`src/rtl/vr_rr_arbiter_pkg.sv`:
```
// Shared helpers for the valid/ready arbiter family.
// Latency: n/a (package only).
// Backpressure: n/a (package only).
// Contents: id_width() sizes source-index fields, onehot_to_idx() encodes a one-hot grant.
package vr_arb_pkg;

  // Largest requester count the one-hot encoder accepts.
  localparam int MAX_N = 32;

  // Width of an index able to name n requesters (never narrower than 1 bit).
  function automatic int id_width(input int n);
    return (n > 1) ? $clog2(n) : 1;
  endfunction

  // Index of the set bit of a one-hot vector; an all-zero vector yields 0.
  // ORing the indices avoids a priority chain when the input is truly one-hot.
  function automatic int onehot_to_idx(input logic [MAX_N-1:0] oh);
    int idx;
    idx = 0;
    for (int i = 0; i < MAX_N; i++) begin
      if (oh[i]) idx = idx | i;
    end
    return idx;
  endfunction

endpackage

```
`src/rtl/vr_rr_arbiter_if.sv`:
```
// Bundle of N producer channels plus the single arbitrated output channel.
// Latency: n/a (wiring only).
// Backpressure: in_ready per producer, out_ready from the consumer.
// Modports: slave = arbiter side, master = producers/consumer side.
interface vr_rr_arbiter_if import vr_arb_pkg::*; #(
  parameter int N     = 4,
  parameter int WIDTH = 8,
  localparam int IDW  = id_width(N)
);

  logic [N-1:0]       in_valid;
  logic [N*WIDTH-1:0] in_data;
  logic [N-1:0]       in_ready;
  logic               out_valid;
  logic [WIDTH-1:0]   out_data;
  logic [IDW-1:0]     out_id;
  logic               out_ready;

  modport slave (
    input  in_valid, in_data, out_ready,
    output in_ready, out_valid, out_data, out_id
  );

  modport master (
    output in_valid, in_data, out_ready,
    input  in_ready, out_valid, out_data, out_id
  );

endinterface

```
`src/rtl/vr_rr_arbiter_picker.sv`:
```
// Round-robin picker: first set request strictly after ptr, wrapping modulo N.
// Latency: purely combinational.
// Backpressure: none; caller gates the grant with its own accept condition.
// Ports: req (requests), ptr (last winner) -> gnt_onehot, gnt_idx, gnt_any.
module rr_picker import vr_arb_pkg::*; #(
  parameter int N    = 4,
  localparam int IDW = id_width(N)
) (
  input  logic [N-1:0]   req,
  input  logic [IDW-1:0] ptr,
  output logic [N-1:0]   gnt_onehot,
  output logic [IDW-1:0] gnt_idx,
  output logic           gnt_any
);

  logic [2*N-1:0] req_dbl;
  logic [2*N-1:0] req_shift;
  logic [N-1:0]   rot;
  logic [N-1:0]   rot_first;
  int             pos;

  always_comb begin
    // Rotate so that requester ptr+1 lands at bit 0; doubling the vector
    // makes the wrap-around a plain right shift.
    req_dbl   = {req, req};
    req_shift = req_dbl >> (int'(ptr) + 1);
    rot       = req_shift[N-1:0];
    // Lowest set bit of the rotated vector is the round-robin winner.
    rot_first = rot & (~rot + N'(1));
    pos       = onehot_to_idx(MAX_N'(rot_first));
    // Undo the rotation to recover the absolute requester index.
    gnt_idx    = IDW'((pos + int'(ptr) + 1) % N);
    gnt_any    = |req;
    gnt_onehot = gnt_any ? (N'(1) << gnt_idx) : '0;
  end

endmodule

```
`src/rtl/vr_rr_arbiter.sv`:
```
// N-to-1 round-robin arbiter with burst locking feeding one registered output stage.
// Latency: one cycle from an input handshake to out_valid; one beat per cycle.
// Backpressure: in_ready only when the stage is empty or draining; stall holds all state.
// Ports: clk, rst_n (async active-low), bus (slave side of vr_rr_arbiter_if).
module vr_rr_arbiter import vr_arb_pkg::*; #(
  parameter int N         = 4,
  parameter int WIDTH     = 8,
  parameter int MAX_BURST = 2,
  localparam int IDW      = id_width(N)
) (
  input  logic             clk,
  input  logic             rst_n,
  vr_rr_arbiter_if.slave   bus
);

  localparam int CNTW = $clog2(MAX_BURST + 1);

  logic [IDW-1:0]  last_grant;
  logic [IDW-1:0]  owner;
  logic [CNTW-1:0] burst_cnt;
  logic            lock;

  logic [N-1:0]    pick_onehot;
  logic [IDW-1:0]  pick_idx;
  logic            pick_any;

  logic            can_accept;
  logic            lock_hold;
  logic            xfer;
  logic [IDW-1:0]  grant;

  rr_picker #(.N(N)) u_picker (
    .req        (bus.in_valid),
    .ptr        (last_grant),
    .gnt_onehot (pick_onehot),
    .gnt_idx    (pick_idx),
    .gnt_any    (pick_any)
  );

  always_comb begin
    can_accept = !bus.out_valid || bus.out_ready;
    // The owner keeps the grant only while it still has beats and has not used up its burst.
    lock_hold  = lock && bus.in_valid[owner] && (burst_cnt < CNTW'(MAX_BURST));
    grant      = lock_hold ? owner : pick_idx;
    // Gating with rst_n keeps in_ready low for the whole reset, not just after the first edge.
    xfer       = pick_any && can_accept && rst_n;
    bus.in_ready = '0;
    if (xfer) begin
      bus.in_ready = lock_hold ? (N'(1) << owner) : pick_onehot;
    end
  end

  always_ff @(posedge clk or negedge rst_n) begin
    if (!rst_n) begin
      bus.out_valid <= 1'b0;
      bus.out_data  <= '0;
      bus.out_id    <= '0;
      last_grant    <= IDW'(N - 1);
      owner         <= '0;
      burst_cnt     <= '0;
      lock          <= 1'b0;
    end else if (xfer) begin
      bus.out_valid <= 1'b1;
      bus.out_data  <= bus.in_data[grant*WIDTH +: WIDTH];
      bus.out_id    <= grant;
      last_grant    <= grant;
      if (lock_hold) begin
        burst_cnt <= burst_cnt + CNTW'(1);
      end else begin
        // New owner, or the old owner re-granted after a full burst: start a fresh burst.
        owner     <= grant;
        burst_cnt <= CNTW'(1);
        lock      <= 1'b1;
      end
    end else begin
      if (bus.out_ready) bus.out_valid <= 1'b0;
      if (lock && !bus.in_valid[owner]) lock <= 1'b0;
    end
  end

endmodule

```
`src/flat_wrapper.sv`:
```
// flat-port wrapper written by rule: the top's interface ports become plain ports
module vr_rr_arbiter_flat import vr_arb_pkg::*;
#(
  parameter int N         = 4,
  parameter int WIDTH     = 8,
  parameter int MAX_BURST = 2,
  localparam int IDW      = id_width(N)
)
  (clk, rst_n, bus_in_valid, bus_in_data, bus_out_ready, bus_in_ready, bus_out_valid, bus_out_data, bus_out_id);
  vr_rr_arbiter_if #(.N(N), .WIDTH(WIDTH)) bus_i ();
  input  logic clk;
  input  logic rst_n;
  input wire logic [$bits(bus_i.in_valid)-1:0] bus_in_valid;
  input wire logic [$bits(bus_i.in_data)-1:0] bus_in_data;
  input wire logic [$bits(bus_i.out_ready)-1:0] bus_out_ready;
  output wire logic [$bits(bus_i.in_ready)-1:0] bus_in_ready;
  output wire logic [$bits(bus_i.out_valid)-1:0] bus_out_valid;
  output wire logic [$bits(bus_i.out_data)-1:0] bus_out_data;
  output wire logic [$bits(bus_i.out_id)-1:0] bus_out_id;
  assign bus_i.in_valid = bus_in_valid;
  assign bus_i.in_data = bus_in_data;
  assign bus_i.out_ready = bus_out_ready;
  assign bus_in_ready = bus_i.in_ready;
  assign bus_out_valid = bus_i.out_valid;
  assign bus_out_data = bus_i.out_data;
  assign bus_out_id = bus_i.out_id;
  vr_rr_arbiter #(.N(N), .WIDTH(WIDTH), .MAX_BURST(MAX_BURST)) u_core (.clk(clk), .rst_n(rst_n), .bus(bus_i));
endmodule
```
`config.mk`:
```
export PLATFORM = sky130hd
export DESIGN_NAME = vr_rr_arbiter_flat
export DESIGN_NICKNAME = d
export VERILOG_FILES = /design/src/rtl/vr_rr_arbiter_pkg.sv /design/src/rtl/vr_rr_arbiter_if.sv /design/src/rtl/vr_rr_arbiter_picker.sv /design/src/rtl/vr_rr_arbiter.sv /design/src/flat_wrapper.sv
export SDC_FILE = /design/constraint.sdc
export NUM_CORES = 1
export LEC_CHECK = 0
export ABC_AREA = 0
export CORE_MARGIN = 1
export CORE_UTILIZATION = 40
export CTS_CLUSTER_DIAMETER = 50
export DETAILED_ROUTE_END_ITERATION = 7
export GPL_TIMING_DRIVEN = 0
export PLACE_DENSITY_LB_ADDON = 0.2
export SLEW_MARGIN = 15
export SYNTH_ARGS = -nofsm -noshare
export SYNTH_HDL_FRONTEND = slang
export SYNTH_SLANG_ARGS = --single-unit
```
`constraint.sdc`:
```
create_clock -name clk -period 3.55 [get_ports clk]
set_input_delay 0.5325 -clock clk [delete_from_list [all_inputs] [get_ports clk]]
set_output_delay 0.5325 -clock clk [all_outputs]
set_load 0.005 [all_outputs]
```
# Word-level counts from Yosys, hierarchy flattened
# Index checks and enable logic that the tools add are counted.
dict set report word_totals {
  reg_bits 18
  output_inout_bits 15
}
dict set report op_classes {
  addsub 5
  magnitude_cmp 2
  n_eq_ne 1
  shift 4
  mux 15
  bitwise 3
  reduce_logical 13
}
# cell n
set op_table {}
lappend op_table {{$shiftx A32 B6 Y8} 1}
lappend op_table {{$shr A8 B32 Y4} 1}
lappend op_table {{$mux W4} 3}
lappend op_table {{$mux W2} 4}
lappend op_table {{$shl A1 B2 Y4 const A} 2}
lappend op_table {{$mux W1} 7}
lappend op_table {{$logic_and A1 B1 Y1} 5}
lappend op_table {{$add A2 B1 Y2 const B} 2}
lappend op_table {{$add A4 B1 Y4 const B} 1}
lappend op_table {{$and A4 B4 Y4} 1}
lappend op_table {{$not A4 Y4} 1}
lappend op_table {{$reduce_and A2 Y1} 2}
lappend op_table {{$reduce_bool A2 Y1} 2}
lappend op_table {{$reduce_or A4 Y1} 1}
lappend op_table {{$add A2 B1 Y3 const B} 1}
lappend op_table {{$lt A2 B3 Y1 const B} 1}
lappend op_table {{$add A2 B2 Y2} 1}
lappend op_table {{$bmux W1 S2} 1}
lappend op_table {{$logic_not A1 Y1} 2}
lappend op_table {{$lt A2 B2 Y1 const B} 1}
lappend op_table {{$ne A2 B2 Y1 const B} 1}
lappend op_table {{$logic_or A1 B1 Y1} 1}
lappend op_table {{$not A1 Y1} 1}

# Depth between registers and ports, before layout
# Gate-level depths: netlist (run 1).
dict set report depth {
  word_depth 14
  ltp_mapped 13
  depth_no_buf 12
}

# Hierarchy
# Synthesis (run 1) repeated with hierarchy kept, for this count alone.
dict set report unflattened {
  hier_cells 147
  hier_area_um2 1427.6
}
# module instances cells_per_inst area_each_um2 seq_area_each_um2
set modules_own_cells {}
lappend modules_own_cells {vr_rr_arbiter 1 102 1119.8 452.9}
lappend modules_own_cells {rr_picker 1 45 307.8 0.0}

# Worst setup path after synthesis (run 1)
# Ideal clock, no wire load.
dict set report synth_path {
  kind {input-to-output}
  startpoint {in bus_in_valid[2]}
  endpoint {out bus_in_ready[3]}
  t_arrival_ps 2128
  required_time_ps 3017
  setup_slack_ps 889
  cell_stages 11
  cell_sequence {buf_2 -> nor2_1 -> a31oi_1 -> o221ai_1 -> a21oi_1 -> ha_1 -> xor2_1 -> inv_1 -> xnor2_1 -> a32oi_1 -> nor2_1}
}
dict set report synth_between {
  elab_chain_cells 13
}
# item line
set synth_lines {}
lappend synth_lines {{start: declaration} flat_wrapper.sv:13} ;# input wire logic [$bits(bus_i.in_valid)-1:0] bus_in_valid;
lappend synth_lines {{$shr A8 B32 Y4} vr_rr_arbiter_picker.sv:26} ;# req_shift = req_dbl >> (int'(ptr) + 1);
lappend synth_lines {{$not A4 Y4} vr_rr_arbiter_picker.sv:29} ;# rot_first = rot & (~rot + N'(1));
lappend synth_lines {{$add A4 B1 Y4} vr_rr_arbiter_picker.sv:29}
lappend synth_lines {{$and A4 B4 Y4} vr_rr_arbiter_picker.sv:29}
lappend synth_lines {{$mux W1} vr_rr_arbiter_pkg.sv:21} ;# if (oh[i]) idx = idx | i;
lappend synth_lines {{$mux W2 (2 in series)} vr_rr_arbiter_pkg.sv:21}
lappend synth_lines {{$add A2 B2 Y2} vr_rr_arbiter_picker.sv:32} ;# gnt_idx = IDW'((pos + int'(ptr) + 1) % N);
lappend synth_lines {{$add A2 B1 Y2} vr_rr_arbiter_picker.sv:32}
lappend synth_lines {{$shl A1 B2 Y4} vr_rr_arbiter_picker.sv:34} ;# gnt_onehot = gnt_any ? (N'(1) << gnt_idx) : '0;
lappend synth_lines {{$mux W4} vr_rr_arbiter_picker.sv:34}
lappend synth_lines {{$mux W4} vr_rr_arbiter.sv:49} ;# bus.in_ready = lock_hold ? (N'(1) << owner) : pick_onehot;
lappend synth_lines {{$mux W4 (*)} vr_rr_arbiter.sv:48} ;# if (xfer) begin
lappend synth_lines {{end: declaration} flat_wrapper.sv:16} ;# output wire logic [$bits(bus_i.in_ready)-1:0] bus_in_ready;
# Mark *: on every way between the ends. The rest lies on a longest branch, timed or not. The select of a mux whose other input is x is not followed.

# Worst setup path in the final report (run 1)
dict set report layout_path {
  startpoint {in bus_in_valid[0]}
  endpoint {out bus_in_ready[2]}
}
# Same word-level chain as after synthesis.

==> impl_results.md, run 1 <==
- Critical Path Fanout Max: 7
- Area added between synthesis and finish: 49.5%
- Seq cells post-synth: 18
- Setup CP Type: in -> out
- Vias: 1,348
- Die W: 60.0 um
- Critical path endpoint category: output port
- Congestion Overflow GR: 0
- Crit path DAT: 2920 ps
- CTS Buffer Depth: 2
- First-pass GRT wire length: 5.65 mm
- Clk sinks: 18
- MaxCap Viol Count: 0
- Largest net degree at the start of global routing: 22
- Input/output buffers: 52
- Die Y: 60.0 um
- Storage cell area: 453 sq um
- DR iter-0 viols: 62
- Pre-CTS setup slack: -431 ps
- Critical R2R Capture: u_core.bus.out_data[5]
- Synth top area cells: dfrtp_1 (30%), mux2i_1 (12%), a221o_1 (6.0%), nor2_1 (5.9%), dfstp_2 (3.9%)
- Synth area leader: dfrtp_1
- Pre-antenna DRT Iters: 4
- Max VDD drop: 485 uV
- Main synth FF type: dfrtp_1
- Worst Setup EP: bus_in_ready[2]
- Hold Path Class: in -> async
- Vias in the first global route: 1,323
- Reg clk slew, reported paths: 100 ps
- Io pins: 54
- Most common cell in the netlist: nor2_1
- Leakage: 0.873 nW
- Sequential area share after synthesis: 33.7%
- Setup TNS: 0 ps
- Std cell rows: 20
- Final setup margin: 94.7 ps
- Rel. slew slack: 67.1%
- Synth Warn #: 0
- Routability cong.: 0.753
- Inst Count DP: 241
- Req. time, crit path: 3020 ps
- Detailed Route WL: 3.59 mm
- R2R setup slack: 690 ps
- Final Non-Filler Cells: 248
- Post-synth top area share: 29.8%
- Multi-input logic area: 860 sq um
- Fin crit period: 3460 ps
- Hold Fails Final Rpt: 0
- CTS root buf: clkbuf_4
- Fmax: 289 MHz
- Power density cells: 900 nW/um^2
- Critical Path Start Type: primary input
- Syn Inst Count: 145
- Setup Viol. Count Final: 0
- Worst-Margin Slew: 494 ps
- Syn avg cell area: 9.28 sq um
- Design area: 2010 sq um
- Fillers: 283
- Area of the mapped netlist: 1350 sq um
- Initial Util: 43.0%
- Worst-skew pair later-pin latency: 290 ps
- Crit Reg-Reg Startpoint: u_core.last_grant[0]
- Fin crit share: 97.3%
- Syn nets: 185
- Core Util, Final: 64.3%
- Initial antenna violation count: 0
- CTS tree: built
- Total core area: 3130 sq um
- Drt wl/cell: 14.5 um
- Share of cells above drive strength 1: 16.7%
- Die Area: 3600 sq um
- Post-detail-place hpwl: 2.73 mm
- Status: finished clean
- Total GRT Usage: 21.6%
- CTS Buf Count: 3
- Cell variety after synth: 50
- CP startpoint: bus_in_valid[0]
- Drt via density: 5.44
- Drt drc: 0
- Antenna Cells: 0
- Placed inst area: 1920 sq um
- Asr flop ratio synth: 100%
- Post-synth top cells: nor2_1 (21), dfrtp_1 (16), mux2i_1 (16)
- Post-synth EDFFs: 0
- ANT nets after route: 0
- H-tree depth: 1
- R2R depth: 12
- Final slew viol count: 0
- Clock Skews: 8.52 ps
- Nets: 245
==> worst min path at each step <==
stage / to / depth (start not counted) / slack [ps] / startpoint
after floorplan: u_core.burst_cnt[0] / 0 / 240 / rst_n
after global placement: u_core.bus.out_id[1] / 2 / 480 / u_core.bus.out_id[1]
after detailed placement: u_core.bus.out_id[1] / 2 / 490 / u_core.bus.out_id[1]
after CTS: u_core.bus.out_data[6] / 1 / 490 / rst_n
after global routing: u_core.bus.out_data[3] / 1 / 210 / rst_n
final: u_core.bus.out_data[3] / 1 / 180 / rst_n
==> cell families after synthesis <==
kind of cell | count (synthesis) | share of synthesized area (%)
AND/OR/NAND/NOR | 60 | 21.5
AO/OA/AOI/OAI | 30 | 20.3
multiplexers | 21 | 17.3
flip-flops | 18 | 33.7
buffers and inverters | 13 | 5.02
XOR/XNOR | 2 | 1.30
adder cells (fa/ha/maj) | 1 | 0.930
==> layer usage <==
| layer | vias up | GRT usage [%] | wire length, um | part of all wire, % |
|---|---|---|---|---|
| met1 | 626 | 26.2 | 1500 | 42 |
| met2 | 63 | 35.2 | 1780 | 50 |
| met4 | 0 | 12.3 | 112 | 3.1 |
| li1 | 647 | - | - | - |
| met3 | 12 | 4.55 | 188 | 5.2 |
| met5 | - | 0 | 0 | 0 |
==> flip-flops by register name, indices dropped and copies added (netlist names) <==
signal	flops
u_core.burst_cnt	2
u_core.owner	2
u_core.bus.out_id	2
u_core.lock	1
u_core.bus.out_data	8
u_core.last_grant	2
u_core.bus.out_valid	1
==> critical path: stages <==
cell and delay (ps):
dlygate4sd2_1 330, and2b_1 230, a22o_2 200, a21oi_1 170, ha_2 210, xor2_2 170
inv_2 90, xnor2_4 240, nand2b_1 90, a21oi_1 120, clkdlybuf4s50_1 520
==> through the flow <==
| stage | power [mW] | hold WS, ps |
|---|---|---|
| after floorplan | 1.21 | 237 |
| after global placement | 1.54 | 476 |
| after detailed placement | 1.57 | 485 |
| after CTS | 1.73 | 493 |
| after global routing | 1.95 | 207 |
| final | 1.81 | 184 |
==> layout by cell type, fill, tap and decap left out, types with 2 or more instances in the layout <==
cell,n
a21oi_1,4
a221o_1,8
buf_2,3
buf_4,4
clkbuf_1,2
clkbuf_2,2
clkbuf_4,3
clkdlybuf4s50_1,46
dfrtp_1,16
dfstp_2,2
dlymetal6s2s_1,2
inv_1,5
mux2i_1,16
mux2i_2,2
nand2_1,14
nand2b_1,3
nand3_1,3
nor2_1,21
nor3_1,8
o21ai_1,2
==> area by class of cell <==
class | count | area share (%)
buffer | 7 | 2.24
clock buffer | 4 | 1.31
tap | 44 | 2.74
multi-input combinational | 114 | 42.8
timing repair buffer | 55 | 27.3
inverter | 6 | 1.12
sequential | 18 | 22.5
==> power by group <==
part	switching (mW)	internal, mW	total (mW)	leakage (nW)
sequential	0.0727	0.309	0.381	0.213
clock	0.0619	0.0437	0.106	0.0150
combinational	0.620	0.703	1.32	0.645
total	0.755	1.06	1.81	0.873
==> repair_timing <==
item | 4_1_cts | 5_1_grt
setup buffers | 0 | 3
pin swaps | 0 | 2
resized for setup | 7 | 10
endpoints found under the setup margin | 4 | 4
hold buffers | 0 | 0
(Power assumes the default switching activity.)
==> run 2, diff against run 1 <==
--- a/config.mk
+++ b/config.mk
@@ -10,6 +10,7 @@
 export CORE_UTILIZATION = 40
 export CTS_CLUSTER_DIAMETER = 50
 export DETAILED_ROUTE_END_ITERATION = 7
+export GPL_ROUTABILITY_DRIVEN = 0
 export GPL_TIMING_DRIVEN = 0
 export PLACE_DENSITY_LB_ADDON = 0.2
 export SLEW_MARGIN = 15
==> results of run 2 <==
Final layout, timing and power as in run 1 (identical DEF).
